===== config.mk =====
export PLATFORM = sky130hd
export DESIGN_NAME = if_prefetch_queue
export DESIGN_NICKNAME = d
export VERILOG_FILES = /design/src/rtl/if_prefetch_queue_pkg.sv /design/src/rtl/if_prefetch_queue_chk.sv /design/src/rtl/if_prefetch_queue_fifo.sv /design/src/rtl/if_prefetch_queue.sv
export SDC_FILE = /design/constraint.sdc
export NUM_CORES = 1
export LEC_CHECK = 0
export ABC_AREA = 1
export CAP_MARGIN = 20
export CORE_AREA = 2 2 186 188
export DETAILED_ROUTE_END_ITERATION = 8
export DIE_AREA = 0 0 188 190
export GPL_TIMING_DRIVEN = 0
export HOLD_SLACK_MARGIN = 0.03
export PLACE_DENSITY_LB_ADDON = 0.12
export REMOVE_ABC_BUFFERS = 1
export SYNTH_ARGS = -nofsm -noshare
export SYNTH_HDL_FRONTEND = slang
export SYNTH_SLANG_ARGS = --single-unit

===== constraint.sdc =====
create_clock -name clk -period 2.87 [get_ports clk]
set_clock_uncertainty 0.2 [all_clocks]
set_input_delay 0.4305 -clock clk [delete_from_list [all_inputs] [get_ports clk]]
set_output_delay 0.4305 -clock clk [all_outputs]
set_load 0.005 [all_outputs]

===== src/rtl/if_prefetch_queue_pkg.sv =====
// Shared constants for the instruction prefetch front end.
package if_prefetch_queue_pkg;

    localparam int DEF_WORD_LEN = 32;
    localparam int DEF_DEPTH    = 4;
    // Byte distance between consecutive instruction words.
    localparam int PC_INC       = 4;

    // Occupancy = buffered words plus words still owed by memory.
    function automatic int unsigned occupancy(input int unsigned count, input int unsigned inflight);
        return count + inflight;
    endfunction

endpackage


===== src/rtl/if_prefetch_queue_chk.sv =====
// Protocol checker for the prefetch queue: the credit rule must keep the FIFO from overflowing.
module if_prefetch_queue_chk (
    input logic clk,
    input logic rst_n,
    input logic push_i,
    input logic pop_i,
    input logic full_i
);

    a_no_overflow: assert property (@(posedge clk) disable iff (!rst_n) !(push_i && full_i && !pop_i))
        else $error("prefetch FIFO push while full without pop");

endmodule


===== src/rtl/if_prefetch_queue_fifo.sv =====
// Synchronous FIFO holding {pc, instruction} entries; head is visible combinationally from storage.
module if_prefetch_queue_fifo #(
    parameter int WIDTH = 64,
    parameter int DEPTH = 4,
    localparam int AW   = $clog2(DEPTH),
    localparam int CW   = AW + 1
) (
    input  logic             clk,
    input  logic             rst_n,
    input  logic             push_i,
    input  logic             pop_i,
    input  logic             flush_i,
    input  logic [WIDTH-1:0] wdata_i,
    output logic [WIDTH-1:0] rdata_o,
    output logic [CW-1:0]    count_o,
    output logic             full_o,
    output logic             empty_o
);

    logic [WIDTH-1:0] mem_q [DEPTH];
    logic [AW-1:0]    wr_ptr_q, wr_ptr_d;
    logic [AW-1:0]    rd_ptr_q, rd_ptr_d;
    logic [CW-1:0]    count_q, count_d;
    logic             do_push_s, do_pop_s;

    assign empty_o = (count_q == CW'(0));
    assign full_o  = (count_q == CW'(DEPTH));
    assign count_o = count_q;
    assign rdata_o = mem_q[rd_ptr_q];

    // A full FIFO may still accept a push when the head leaves on the same edge.
    assign do_push_s = push_i && !flush_i && (!full_o || pop_i);
    assign do_pop_s  = pop_i && !flush_i && !empty_o;

    // Pointer and occupancy next state.
    always_comb begin
        wr_ptr_d = wr_ptr_q;
        rd_ptr_d = rd_ptr_q;
        count_d  = count_q;
        if (flush_i) begin
            wr_ptr_d = '0;
            rd_ptr_d = '0;
            count_d  = '0;
        end else begin
            if (do_push_s) wr_ptr_d = wr_ptr_q + AW'(1); else wr_ptr_d = wr_ptr_q;
            if (do_pop_s)  rd_ptr_d = rd_ptr_q + AW'(1); else rd_ptr_d = rd_ptr_q;
            case ({do_push_s, do_pop_s})
                2'b10:   count_d = count_q + CW'(1);
                2'b01:   count_d = count_q - CW'(1);
                default: count_d = count_q;
            endcase
        end
    end

    // Pointer, count and storage registers.
    always_ff @(posedge clk or negedge rst_n) begin
        if (!rst_n) begin
            wr_ptr_q <= '0;
            rd_ptr_q <= '0;
            count_q  <= '0;
            for (int i = 0; i < DEPTH; i++) mem_q[i] <= '0;
        end else begin
            wr_ptr_q <= wr_ptr_d;
            rd_ptr_q <= rd_ptr_d;
            count_q  <= count_d;
            if (do_push_s) mem_q[wr_ptr_q] <= wdata_i;
        end
    end

endmodule


===== src/rtl/if_prefetch_queue.sv =====
// Instruction prefetch front end: credit-limited sequential fetch, in-order response buffer,
// branch flush with stale-response dropping, and freeze-aware head presentation to IF/ID.
module if_prefetch_queue
    import if_prefetch_queue_pkg::*;
#(
    parameter int                  WORD_LEN = DEF_WORD_LEN,
    parameter int                  DEPTH    = DEF_DEPTH,
    parameter logic [WORD_LEN-1:0] PC_RESET = '0
) (
    input  logic                clk,
    input  logic                rst,
    output logic                imem_req_valid,
    input  logic                imem_req_ready,
    output logic [WORD_LEN-1:0] imem_req_addr,
    input  logic                imem_rsp_valid,
    input  logic [WORD_LEN-1:0] imem_rsp_data,
    input  logic                freeze,
    input  logic                branch_taken,
    input  logic [WORD_LEN-1:0] branch_target,
    output logic                inst_valid,
    output logic [WORD_LEN-1:0] instruction,
    output logic [WORD_LEN-1:0] PC
);

    localparam int CW = $clog2(DEPTH) + 1;

    logic [WORD_LEN-1:0]   fetch_pc_q, fetch_pc_d;
    logic [WORD_LEN-1:0]   pc_hold_q, pc_hold_d;
    logic [CW-1:0]         inflight_q, inflight_d;
    logic [CW-1:0]         drop_q, drop_d;

    logic [2*WORD_LEN-1:0] fifo_wdata_s, fifo_rdata_s;
    logic [CW-1:0]         fifo_count_s;
    logic                  fifo_full_s, fifo_empty_s;
    logic                  credit_s, req_valid_s, req_fire_s;
    logic                  rsp_keep_s, rsp_drop_s, push_s, pop_s;
    logic [WORD_LEN-1:0]   rsp_pc_s, head_pc_s, head_inst_s;

    assign credit_s    = occupancy(int'(fifo_count_s), int'(inflight_q)) < DEPTH;
    assign req_valid_s = rst && !branch_taken && credit_s;
    assign req_fire_s  = req_valid_s && imem_req_ready;

    assign rsp_keep_s  = imem_rsp_valid && (drop_q == CW'(0));
    assign rsp_drop_s  = imem_rsp_valid && (drop_q != CW'(0));
    // All kept in-flight words are sequential from the last redirect, so the oldest one sits
    // inflight words behind fetch_pc; stored PC is its address plus one word.
    assign rsp_pc_s    = fetch_pc_q - WORD_LEN'({inflight_q, 2'b00}) + WORD_LEN'(PC_INC);

    assign push_s       = rsp_keep_s && !branch_taken;
    assign pop_s        = !fifo_empty_s && !freeze && !branch_taken;
    assign fifo_wdata_s = {rsp_pc_s, imem_rsp_data};
    assign head_pc_s    = fifo_rdata_s[2*WORD_LEN-1:WORD_LEN];
    assign head_inst_s  = fifo_rdata_s[WORD_LEN-1:0];

    if_prefetch_queue_fifo #(
        .WIDTH (2*WORD_LEN),
        .DEPTH (DEPTH)
    ) u_fifo (
        .clk     (clk),
        .rst_n   (rst),
        .push_i  (push_s),
        .pop_i   (pop_s),
        .flush_i (branch_taken),
        .wdata_i (fifo_wdata_s),
        .rdata_o (fifo_rdata_s),
        .count_o (fifo_count_s),
        .full_o  (fifo_full_s),
        .empty_o (fifo_empty_s)
    );

    if_prefetch_queue_chk u_chk (
        .clk    (clk),
        .rst_n  (rst),
        .push_i (push_s),
        .pop_i  (pop_s),
        .full_i (fifo_full_s)
    );

    // Fetch pointer, credit and drop bookkeeping; a taken branch overrides everything.
    always_comb begin
        fetch_pc_d = fetch_pc_q;
        inflight_d = inflight_q;
        drop_d     = drop_q;
        pc_hold_d  = pc_hold_q;
        if (branch_taken) begin
            fetch_pc_d = {branch_target[WORD_LEN-1:2], 2'b00};
            inflight_d = '0;
            // Any response arriving now is discarded as well, so it no longer counts.
            drop_d     = drop_q + inflight_q - CW'(imem_rsp_valid);
        end else begin
            if (req_fire_s) fetch_pc_d = fetch_pc_q + WORD_LEN'(PC_INC);
            else            fetch_pc_d = fetch_pc_q;
            inflight_d = inflight_q + CW'(req_fire_s) - CW'(rsp_keep_s);
            drop_d     = drop_q - CW'(rsp_drop_s);
        end
        if (fifo_empty_s) pc_hold_d = pc_hold_q;
        else              pc_hold_d = head_pc_s;
    end

    // Front-end state registers.
    always_ff @(posedge clk or negedge rst) begin
        if (!rst) begin
            fetch_pc_q <= PC_RESET;
            pc_hold_q  <= '0;
            inflight_q <= '0;
            drop_q     <= '0;
        end else begin
            fetch_pc_q <= fetch_pc_d;
            pc_hold_q  <= pc_hold_d;
            inflight_q <= inflight_d;
            drop_q     <= drop_d;
        end
    end

    assign imem_req_valid = req_valid_s;
    assign imem_req_addr  = fetch_pc_q;
    assign inst_valid     = !fifo_empty_s;
    assign instruction    = fifo_empty_s ? '0 : head_inst_s;
    assign PC             = fifo_empty_s ? pc_hold_q : head_pc_s;

endmodule


; Yosys cells after proc, flatten, opt, wreduce, memory -nomap -nowiden
; Index checks and enable logic that the tools add are counted.
[classes]
add_sub_neg = 13
magnitude_cmp = 4
n_eq_ne = 3
muxes = 18
bitwise_logic = 2
reduce_logical = 25
[ops]
columns = operator, count
row1 = 256-bit bitwise mux, 1
row2 = 64-bit 2-to-1 mux, 3
row3 = 64-bit binary-select mux with 2-bit select, 1
row4 = 64-bit demux with 2-bit select, 1
row5 = 32-bit 2-to-1 mux, 4
row6 = 32-bit by 3-bit adder with 32-bit output (second input constant), 2
row7 = 32-bit by 5-bit subtractor with 32-bit output, 1
row8 = 1-bit logical AND, 13
row9 = 3-bit 2-to-1 mux, 3
row10 = 3-bit by 1-bit subtractor with 3-bit output, 3
row11 = 2-bit 2-to-1 mux, 4
row12 = 3-bit >= comparator (second input constant), 2
row13 = 3-bit zero test, 2
row14 = 2-bit NOT with 3-bit output, 2
row15 = 3-bit case mux with 2 select lines, 1
row16 = 2-bit nonzero test, 3
row17 = 3-bit nonzero test, 2
row18 = 2-bit by 1-bit adder with 2-bit output (second input constant), 2
row19 = 3-bit by 3-bit adder with 4-bit output, 1
row20 = 1-bit zero test, 4
row21 = 4-bit by 3-bit less-than comparator with 1-bit output (second input constant), 1
row22 = 3-bit by 1-bit adder with 3-bit output, 1
row23 = 3-bit by 1-bit adder with 3-bit output (second input constant), 1
row24 = 3-bit adder, 1
row25 = other kinds (6), 6
[word_totals]
register_bits = 333
in_bits = 70
elab_cells = 76

; Longest topological paths before layout
[logic_depth]
word_depth = 9
depth_mapped = 16

; Modules after synthesis
; Synthesis repeated with hierarchy kept, for this count alone.
[unflattened]
hier_cells = 2340
area_unflattened_um2 = 18969.4
[modules_own_cells]
columns = module, n_inst, cells_each, area_per_inst_um2
row1 = if_prefetch_queue_fifo, 1, 1316, 12462.0
row2 = if_prefetch_queue, 1, 1024, 6507.5

; Worst setup path after synthesis
; No wires, ideal clock.
[synth_path]
path_kind = flip-flop to flip-flop
from = register inflight_q[2]
to = register inflight_q[2]
setup_ns = 0.131
arrival_ns = 2.505
required_ns = 2.539
path_slack_ns = 0.034
stages_incl_launch_ff = 14
n_path_buf = 2
cell_sequence = dfrtp_1 > ha_1 > or2_0 > nor3_2 > nand2_1 > buf_6 > buf_6 > ha_1 > inv_1 > ha_1 > inv_1 > fa_1 > xor2_1 > nor2_1
[synth_between]
elab_chain_cells = 7
[synth_lines]
columns = element, line
row1 = "start, declared", if_prefetch_queue.sv:29  ; logic [CW-1:0] inflight_q, inflight_d;
row2 = "start signal, assigned", if_prefetch_queue.sv:110  ; inflight_q <= inflight_d;
row3 = 3-bit by 3-bit adder with 4-bit output, if_prefetch_queue_pkg.sv:11  ; return count + inflight;
row4 = 4-bit by 3-bit less-than comparator with 1-bit output, if_prefetch_queue.sv:39  ; assign credit_s = occupancy(int'(fifo_count_s), int'(inflight_q)) < DEPTH;
row5 = 1-bit logical AND, if_prefetch_queue.sv:40  ; assign req_valid_s = rst && !branch_taken && credit_s;
row6 = net imem_req_valid, if_prefetch_queue.sv:12  ; output logic imem_req_valid,
row7 = 1-bit logical AND, if_prefetch_queue.sv:41  ; assign req_fire_s = req_valid_s && imem_req_ready;
row8 = 3-bit by 1-bit adder with 3-bit output, if_prefetch_queue.sv:93  ; inflight_d = inflight_q + CW'(req_fire_s) - CW'(rsp_keep_s);
row9 = 3-bit by 1-bit subtractor with 3-bit output, if_prefetch_queue.sv:93
row10 = 3-bit 2-to-1 mux, if_prefetch_queue.sv:85  ; if (branch_taken) begin
row11 = net inflight_d[2], if_prefetch_queue.sv:29
; The timed path passes the listed nets, and every way through them passes these cells.
; A chain may end at the register's enable or synchronous reset.

; Worst setup path in the final report
[layout_path]
from = register u_fifo.rd_ptr_q[0]
to = output instruction[25]
[layout_between]
elab_chain_cells = 5
[layout_lines]
columns = element, line
row1 = "start, declared", if_prefetch_queue_fifo.sv:22  ; logic [AW-1:0] rd_ptr_q, rd_ptr_d;
row2 = "start signal, assigned", if_prefetch_queue_fifo.sv:64  ; rd_ptr_q <= rd_ptr_d;
row3 = 2-bit NOT with 3-bit output (implied by the code), if_prefetch_queue_fifo.sv:29  ; assign rdata_o = mem_q[rd_ptr_q];
row4 = 64-bit binary-select mux with 2-bit select, if_prefetch_queue_fifo.sv:29
row5 = 64-bit 2-to-1 mux (implied by the code) (2 in a row), if_prefetch_queue_fifo.sv:29
row6 = 32-bit 2-to-1 mux, if_prefetch_queue.sv:118  ; assign instruction = fifo_empty_s ? '0 : head_inst_s;
row7 = "end, declared", if_prefetch_queue.sv:21  ; output logic [WORD_LEN-1:0] instruction,
; Every way passes these cells. The select of a mux whose other input is x is not followed.

==> flow_summary.ini <==
[status]
status = complete, but fails checks
violations = hold timing

[detailed_routing]
drcViolationCount = 0
vias = 16125
firstDrtPassIters = 5
viasPerCell = 5.43
antenna_left = 0
wl_per_cell_um = 17.3
drtIter0Drc = 1324
wirelength_um = 51200

[global_routing]
antenna_found_initial = 0
grt_use_total_pct = 28.3
grt.overflow.total = 0
grt_pass1_vias = 15466
grt_max_degree = 124
grt_first_pass_wirelength_um = 81200

[timing]
finalCriticalPeriod_ns = 2.83
worstMarginPinSlew_ns = 0.900
setup_violations = 0
fin_hold_ws_ns = -0.382
hold_viol_final = 86
slew_headroom_pct = 40.0
fin_ws_ns = 0.0391
report.final.slew_viol_count = 0
fmax_mhz = 353
period_share_pct = 98.6
rsz0062_at_grt = true

[place]
dp_hpwl_um = 29100
portBuffers = 163
gp_routability_congestion = 0.901
preCtsSetupSlack_ns = -1.57
place_inst = 2863

[floorplanning]
coreArea_um2 = 33900
dieHeight_um = 190
rows = 68
ios = 168
die-area_um2 = 35700
die_w_um = 188
initial_utilization_pct = 52.2

[synth]
synth_top_family_by_area = simple AND/OR/NAND/NOR gates
seq_area_frac_synth_pct = 45.6
synthesis.area_um2 = 17700
netlist_instances = 2342
ys_warn_count = 0
synth_xor_area_share_pct = 1.68
synth.area.mux_share_pct = 0.0565
synth_simple_gate_area_share_pct = 23.7
synth-compound-area-share_pct = 14.2
yosys.area_share.adder_pct = 5.46
synthDistinctLibCells = 42
avgSynthCellArea_um2 = 7.57
synth-seq-cells = 323

[cells_and_area]
final_common_cell = nand2_1
diodes = 0
area_growth_syn_to_layout_pct = 21.5
finalNonFillerCells = 2968
layout.nets = 2633
drive_gt1_share_pct = 7.96
layout_common_cells = 739 x nand2_1, 318 x dfrtp_1, 270 x inv_1

[cts]
cts.clk_slew.worst_paths_ns = 0.06
clock-root-buffer = clkbuf_16
clkLatencyLatePin_ns = 0.52
cts_buffers = 35
htreeDepth = 2
cts.sinks = 323
cts_tree = done
clockBufferDepth = 3

[setup_path]
path_buf_inv = 3
cp.arrival_ns = 2.20
cp_top_family = buffers and inverters
worst_setup_path_start_kind = flip-flop
critPathMaxFanout = 19
max_stage_delay_ns = 0.58
cp-end-kind = output port
critPathKind = reg2out
cp.required_ns = 2.24
crit_chain = buf_12 > bufbuf_16 > a21oi_1 > o21ai_0 > a21oi_1 > clkdlybuf4s15_1
critPathSlowestCell = dfrtp_4
ff2ff_setup_slack_ns = 0.09
crit_top_cell = a21oi_1

[pwr]
power-per-cell-area_nw_per_um2 = 944
p_leak_nw = 11.1
vdd_drop_max_mv = 0.431
power_mw = 20.3

[hold_path]
hp-class = in2async

[flow_run]
cap_violations = 0
[per-layer routing]
metal / track usage, % / up-vias / share of wire (%)
li1: - / 7751 / -
met1: 38.7 / 7701 / 45
met3: 3.47 / 89 / 6.3
met4: 8.45 / 0 / 2.4
met2: 47.5 / 584 / 47
met5: 0 / - / 0
[power by group]
| group | leakage (nW) | internal [mW] | switching, mW |
|---|---|---|---|
| logic | 6.65 | 3.65 | 5.62 |
| registers | 3.83 | 5.84 | 0.665 |
| clock network | 0.565 | 2.66 | 1.88 |
[cells by family (layout without fill, tap and decap cells)]
| logic type | Yosys count | count (layout) |
|---|---|---|
| buffers and inverters | 392 | 559 |
| xor gates and xnor gates | 34 | 34 |
| adders and majority gates | 75 | 75 |
| muxes | 1 | 1 |
| and+or+nand+nor | 1041 | 1044 |
| AOI/OAI and AO/OA | 475 | 475 |
| other | 1 | 2 |
| DFF | 323 | 323 |
[synth_stat cells, drive strengths merged]
cell,number,area share [%]
a21oi,153,4.3
nand3b,1,0.042
o22ai,1,0.035
nand2,744,16
dfrtp,323,46
o21ai,257,7.3
a21o,1,0.042
inv,281,5.9
clkbuf,37,0.80
nor2,159,3.7
conb,1,0.021
o211ai,13,0.55
ha,71,5.0
xor2,26,1.3
a31oi,34,1.2
nand4,9,0.40
o21bai,6,0.28
or2,4,0.14
nand3,122,3.5
xnor2,8,0.40
mux2i,1,0.056
nor3,2,0.085
fa,4,0.45
o221ai,10,0.49
buf,74,2.6
[registers in the layout, indices dropped and copies added, names as in the netlist]
name and cells:
imem_req_addr 30, u_fifo.count_o 3, u_fifo.mem_q 248, u_fifo.rd_ptr_q 2, pc_hold_q 32, inflight_q 3, u_fifo.wr_ptr_q 2, drop_q 3
[stage by stage]
| step | TNS [ns] | instance area [um^2] | hold WS, ns | utilization, % |
|---|---|---|---|---|
| floorplan | -130.12 | 17100 | -0.0651 | - |
| global placement | -5616.98 | 19300 | 0.247 | 57.0 |
| detailed placement | -170.73 | 19700 | 0.253 | 58.0 |
| CTS | -0.808 | 21500 | -0.351 | 63.2 |
| global route | -0.0104 | 21500 | -0.341 | 63.4 |
| finish | 0 | 21500 | -0.382 | 63.4 |
[final timing paths]
kind	start	endpoint	cells past startpoint
max in group asynchronous	rst	u_fifo.mem_q[63]	2
max reg2reg	u_fifo.count_o[2]	inflight_q[1]	11
min in group clk	u_fifo.mem_q[6]	u_fifo.mem_q[6]	2
max	u_fifo.rd_ptr_q[0]	instruction[25]	6
min	rst	u_fifo.mem_q[139]	1
min reg2reg	u_fifo.mem_q[6]	u_fifo.mem_q[6]	2
[timing repair]
| item | 4_1_cts | 5_1_grt |
|---|---|---|
| setup endpoints to repair | 194 | 63 |
| cloned | 11 | 1 |
| setup buffers | 22 | 9 |
| resized for setup | 135 | 72 |
| endpoints found under the hold margin | 86 | 86 |
| pin swaps | 24 | 21 |
[cell type report]
cell class	count	area (um^2)
fillers	2982	12400
multi-input cells	1631	8230
flip-flops and latches	323	8090
repair buffers	215	2380
inverters	281	1090
clock buffers	53	1060
well taps	455	569
clock inverters	9	90.1
repair inverters	1	11.3
Power figures use the tool's default switching activity.
